--- src/rtl/alu_pkg.sv ---
// Shared definitions for the bit-serial ALU sequencer: op encodings,
// FSM state type and op-legality helpers.
package alu_pkg;

    // ALU operation encodings as seen by the processor and the 1-bit slice
    localparam logic [2:0] OP_AND = 3'b000;
    localparam logic [2:0] OP_OR  = 3'b001;
    localparam logic [2:0] OP_ADD = 3'b010;
    localparam logic [2:0] OP_SUB = 3'b110;
    localparam logic [2:0] OP_SLT = 3'b111;
    localparam logic [2:0] OP_NOR = 3'b101;

    // Sequencer FSM state
    typedef logic [1:0] bsa_state_t;
    localparam bsa_state_t ST_IDLE = 2'd0;
    localparam bsa_state_t ST_RUN  = 2'd1;
    localparam bsa_state_t ST_DONE = 2'd2;

    // Encodings 011 and 100 have no meaning for the slice
    function automatic logic is_legal_op(input logic [2:0] op);
        return !((op == 3'b011) || (op == 3'b100));
    endfunction

    // Pure bitwise ops (no carry chain involved)
    function automatic logic is_logic_op(input logic [2:0] op);
        return (op == OP_AND) || (op == OP_OR) || (op == OP_NOR);
    endfunction

endpackage

--- src/rtl/bit_serial_alu_seq.sv ---
// Bit-serial ALU sequencer: drives an external 1-bit ALU slice LSB first,
// one bit per clock, and assembles the WIDTH-bit result with flags.
// Optional build macro BSA_FAST_LOGIC_EN: AND/OR/NOR are computed
// word-parallel at acceptance and skip the serial pass.
module bit_serial_alu_seq
    import alu_pkg::*;
#(
    parameter int WIDTH = 32
) (
    input  logic             clk,
    input  logic             rst_n,
    input  logic             start,
    input  logic [WIDTH-1:0] a,
    input  logic [WIDTH-1:0] b,
    input  logic [2:0]       alu_op,
    output logic             ready,
    output logic             done,
    output logic [WIDTH-1:0] result,
    output logic             zero,
    output logic             carry_out,
    output logic             overflow,
    output logic             illegal_op,
    output logic             slice_a,
    output logic             slice_b,
    output logic             slice_ci,
    output logic             slice_less,
    output logic [2:0]       slice_op,
    input  logic             slice_r,
    input  logic             slice_co
);

    localparam int KW = $clog2(WIDTH);
    localparam logic [KW-1:0] K_LAST = KW'(WIDTH - 1);

    bsa_state_t       state_reg;
    logic [WIDTH-1:0] a_reg, b_reg, sr_reg, result_reg;
    logic [2:0]       op_reg;
    logic [KW-1:0]    k_reg;
    logic             carry_reg, zero_reg, carry_out_reg, overflow_reg, illegal_reg;

    logic             sub_like;
    logic             ovf_next;
    logic [WIDTH-1:0] sr_next;
    logic [WIDTH-1:0] result_next;
    logic             carry_out_next, overflow_next;

`ifdef BSA_FAST_LOGIC_EN
    function automatic logic [WIDTH-1:0] word_logic(input logic [WIDTH-1:0] x,
                                                    input logic [WIDTH-1:0] y,
                                                    input logic [2:0]       op);
        case (op)
            OP_AND:  return x & y;
            OP_OR:   return x | y;
            default: return ~(x | y);
        endcase
    endfunction
`endif

    assign sub_like = (op_reg == OP_SUB) || (op_reg == OP_SLT);
    assign ready    = (state_reg == ST_IDLE);
    assign done     = (state_reg == ST_DONE);

    assign result     = result_reg;
    assign zero       = zero_reg;
    assign carry_out  = carry_out_reg;
    assign overflow   = overflow_reg;
    assign illegal_op = illegal_reg;

    // Slice drive: active only in RUN; SLT runs the slice as a subtract
    always_comb begin
        slice_a    = 1'b0;
        slice_b    = 1'b0;
        slice_ci   = 1'b0;
        slice_less = 1'b0;
        slice_op   = 3'b000;
        if (state_reg == ST_RUN) begin
            slice_a  = a_reg[k_reg];
            slice_b  = b_reg[k_reg];
            slice_op = (op_reg == OP_SLT) ? OP_SUB : op_reg;
            slice_ci = (k_reg == '0) ? sub_like : carry_reg;
        end
    end

    // Final-bit result assembly, used on the last RUN edge
    always_comb begin
        sr_next        = {slice_r, sr_reg[WIDTH-1:1]};
        ovf_next       = slice_ci ^ slice_co;
        result_next    = sr_next;
        carry_out_next = 1'b0;
        overflow_next  = 1'b0;
        if (op_reg == OP_SLT) begin
            // sign of (a-b) corrected by overflow gives signed less-than
            result_next = {{(WIDTH-1){1'b0}}, slice_r ^ ovf_next};
        end else if ((op_reg == OP_ADD) || (op_reg == OP_SUB)) begin
            carry_out_next = slice_co;
            overflow_next  = ovf_next;
        end
    end

    // Sequencer state, operand capture, serial shift and result registers
    always_ff @(posedge clk or negedge rst_n) begin
        if (!rst_n) begin
            state_reg     <= ST_IDLE;
            a_reg         <= '0;
            b_reg         <= '0;
            op_reg        <= 3'b000;
            k_reg         <= '0;
            carry_reg     <= 1'b0;
            sr_reg        <= '0;
            result_reg    <= '0;
            zero_reg      <= 1'b1;
            carry_out_reg <= 1'b0;
            overflow_reg  <= 1'b0;
            illegal_reg   <= 1'b0;
        end else begin
            case (state_reg)
                ST_IDLE: begin
                    if (start) begin
                        a_reg     <= a;
                        b_reg     <= b;
                        op_reg    <= alu_op;
                        k_reg     <= '0;
                        carry_reg <= 1'b0;
                        if (!is_legal_op(alu_op)) begin
                            result_reg    <= '0;
                            zero_reg      <= 1'b1;
                            carry_out_reg <= 1'b0;
                            overflow_reg  <= 1'b0;
                            illegal_reg   <= 1'b1;
                            state_reg     <= ST_DONE;
`ifdef BSA_FAST_LOGIC_EN
                        end else if (is_logic_op(alu_op)) begin
                            result_reg    <= word_logic(a, b, alu_op);
                            zero_reg      <= (word_logic(a, b, alu_op) == '0);
                            carry_out_reg <= 1'b0;
                            overflow_reg  <= 1'b0;
                            illegal_reg   <= 1'b0;
                            state_reg     <= ST_DONE;
`endif
                        end else begin
                            state_reg <= ST_RUN;
                        end
                    end
                end
                ST_RUN: begin
                    sr_reg    <= sr_next;
                    carry_reg <= slice_co;
                    k_reg     <= k_reg + 1'b1;
                    if (k_reg == K_LAST) begin
                        result_reg    <= result_next;
                        zero_reg      <= (result_next == '0);
                        carry_out_reg <= carry_out_next;
                        overflow_reg  <= overflow_next;
                        illegal_reg   <= 1'b0;
                        state_reg     <= ST_DONE;
                    end
                end
                ST_DONE: begin
                    state_reg <= ST_IDLE;
                end
                default: begin
                    state_reg <= ST_IDLE;
                end
            endcase
        end
    end

endmodule

--- config.mk ---
export PLATFORM = sky130hd
export DESIGN_NAME = bit_serial_alu_seq
export DESIGN_NICKNAME = d
export VERILOG_FILES = /design/src/rtl/alu_pkg.sv /design/src/rtl/bit_serial_alu_seq.sv
export SDC_FILE = /design/constraint.sdc
export NUM_CORES = 1
export LEC_CHECK = 0
export ABC_AREA = 1
export CAP_MARGIN = 10
export CELL_PAD_IN_SITES_DETAIL_PLACEMENT = 1
export CELL_PAD_IN_SITES_GLOBAL_PLACEMENT = 1
export CORE_ASPECT_RATIO = 0.75
export CORE_MARGIN = 2
export CORE_UTILIZATION = 30
export CTS_CLUSTER_DIAMETER = 200
export DETAILED_ROUTE_END_ITERATION = 8
export HOLD_SLACK_MARGIN = 0.1
export PLACE_DENSITY = 0.73
export RECOVER_POWER = 100
export SYNTH_ARGS = -nofsm -noshare
export SYNTH_HDL_FRONTEND = slang
export SYNTH_SLANG_ARGS = --single-unit
--- constraint.sdc ---
create_clock -name clk -period 1.6 [get_ports clk]
set_input_delay 0.32 -clock clk [delete_from_list [all_inputs] [get_ports clk]]
set_output_delay 0.32 -clock clk [all_outputs]
set_load 0.02 [all_outputs]
==> run summary <==
Number of buffers created by CTS -> 17
Via-per-instance ratio -> 4.63
WHS Path Cells -> 3
Mux cell area share after synthesis -> 0%
Post-Synth Adder-Cell Area -> 0.591%
# rows -> 46
Area growth from synthesis to layout -> 49.8%
GPL Wtd Cong -> 0.781
Ys async rst share -> 100%
Peak supply drop -> 0.841 mV
Final hold violation count -> 0
Worst Max-Slew Pin Slew -> 1.03 ns
Minimum setup slack after placement -> -0.793 ns
Crit path required time -> 1.28 ns
R2R Path Start -> k_reg[0]
RSZ-0062 raised after global routing -> true
Vias in the first global route -> 6375
Final-report setup violation count -> 53
CTS clk-pin slew, worst paths -> 0.07 ns
Busiest grt layer -> met2
Run status -> finished with violations
Synth Net Count -> 863
First-pass GRT wire length -> 33.7 mm
# IOs -> 117
Layout cell share with drive strength beyond 1 -> 21.4%
Post-synthesis xor/xnor area fraction -> 0%
Largest family of logic cells by synthesized area -> simple AND/OR/NAND/NOR gates
Crit end category -> output pin
Nets -> 1054
Setup ws final -> -0.728 ns
FF+latch count, synth -> 142
Core ar. -> 0.0210 mm^2
Skew-Pair Late Insertion Delay -> 0.44 ns
Simple-Gate Fraction of Synth Area -> 29.2%
DR WL/cell -> 16.5 um
# DRC -> 0
Total GRT Usage -> 19.6%
Max Freq -> 0.430 GHz
Clock skew -> 0.00940 ns
Reg2reg end -> result[26]
Sequential cell area -> 0.00356 mm^2
Period utilization -> 146%
Initial Utilization -> 30.3%
DR vias -> 5927
Total gr overflow -> 0
Detailed Place HPWL -> 13.8 mm
Synth unique cells -> 25
WS Path Type -> register to output pin
Worst-case clock buffer depth -> 2
Largest net degree at the start of global routing -> 52
Setup TNS -> -22.33 ns
Post-Syn Area -> 0.00635 mm^2
Starting DRT DRC Count -> 339
Max-cap violations -> 0
Die area -> 0.0224 mm^2
Commonest non-fill, non-tap cells in the layout -> 354 x nand2_1, 140 x dfrtp_1, 70 x clkdlybuf4s50_1
Max Slew Vio Count -> 0
Hold path endpoint -> b_reg[23]
Final worst path period need -> 2.33 ns
Final Util -> 45.4%
Hold path startpoint -> b[23]
Crit path DAT -> 2.01 ns
PortBufs -> 115
Crit start category -> register
Met2 Use GR -> 29.7%
Synth warn -> 0
PwrDens -> 1800 mW/mm^2
Grt met1 use -> 27.9%
Die W -> 172 um
Failing checks -> setup timing
Lkg Pwr -> 4.78 nW
Most common cell after layout, fill and taps aside -> nand2_1
Min Hold Slack -> 0.415 ns
Mean area per synthesized cell -> 8.06 um^2
EDFF count, synth -> 0
Diodes inserted -> 0
Cells after synthesis -> 788
Crit-path max FO -> 8
Root Driver -> clkbuf_16
Initial antenna violation count -> 0
Max-slew headroom -> 31.7%
Sink Count -> 142
Met3 Track Usage GR -> 4.43%
ANT nets after route -> 0
Multi-input gate area -> 0.00270 mm^2
Initial DRT Pass Iterations -> 4
Register-to-register setup slack -> -0.62 ns
Overall routed net length -> 21.1 mm
Main synth FF type -> dfrtp_1
Power, Total -> 17.1 mW
Worst min path class -> input pin to register
# H-tree levels -> 4
Filler instances -> 2494
CTS tree -> yes
Seq/Total Area, Yosys -> 55.9%
Crit. Startpoint -> k_reg[0]
Height of the die -> 130 um
Complex-gate fraction of the synthesized area -> 8.39%
Reg2reg path depth -> 13
-- Yosys cell counts (2+ instances only) --
cell type / instances / area (um^2)
nor3_1: 2 / 10.0
nand2_2: 2 / 12.5
nand2_1: 372 / 1400
buf_2: 24 / 120
a32o_1: 13 / 130
nand3_1: 48 / 240
o21ai_0: 62 / 310
dfrtp_1: 141 / 3530
nor2_1: 36 / 135
o31ai_1: 3 / 22.5
inv_1: 34 / 128
buf_4: 2 / 15.0
o22ai_1: 4 / 25.0
buf_6: 3 / 33.8
inv_2: 4 / 15.0
ha_1: 3 / 37.5
nand4_1: 5 / 31.3
a21oi_1: 7 / 35.0
clkbuf_1: 16 / 60.1
o21ai_1: 2 / 10.0
-- per-stage QoR --
stage                     area [um^2]  cells
after floorplan                  6410    788
after global placement           8340   1222
after detailed placement         8340   1222
after CTS                        9340   1274
after global routing             9520   1280
final                            9520   1280
-- area by class of cell --
type                       count  share of cell area [%]
inverter                      38                    1.75
sequential                   142                    37.4
tap                          288                    3.78
timing repair inverter         3                   0.329
clock buffer                  17                    4.47
clock inverter                15                    2.21
multi-input combinational    563                    28.3
timing repair buffer         214                    21.8
-- worst max path at each step --
stage,cells past startpoint,endpoint,slack (ns)
finish,11,slice_ci,-0.73
detailed placement,10,slice_a,-0.79
CTS,9,slice_b,-0.71
global route,11,slice_ci,-0.85
floorplan,8,slice_a,-0.04
global placement,10,slice_a,-0.75
-- routing by layer --
metal / vias to the layer above / routed length (um)
met5: - / 0
met4: 0 / 279
met3: 19 / 885
met2: 97 / 9250
met1: 2917 / 10700
li1: 2894 / -
-- what timing repair did --
item,CTS,global route
pin swaps,6,19
hold buffers,1,0
gates cloned,6,1
gates resized for setup,163,51
setup endpoints to repair,82,83
endpoints found under the hold margin,36,0
buffers inserted,13,6
-- power breakdown --
group          switching [mW]  internal, mW
registers               0.875          4.74
clock network            1.67          2.63
logic                    4.06          3.13
total                    6.61          10.5
-- critical path, stage by stage, from the launching register on --
cell and delay, ns:
dfrtp_2 0.45, buf_12 0.16, inv_12 0.08, buf_4 0.12, ha_4 0.11, inv_1 0.04
nor2_2 0.15, nand2_1 0.08, nand2_2 0.11, nand3_4 0.09, inv_2 0.08, buf_6 0.11
-- kinds of logic (layout without fill, tap and decap cells) --
kind of cell               Yosys count  in the layout
adders and majority gates            3              3
buffers and inverters               83            287
DFF                                142            142
and+or+nand+nor                    468            468
AOI/OAI and AO/OA                   91             91
other                                1              1
Note: power is estimated with default switching activity, not from simulation.
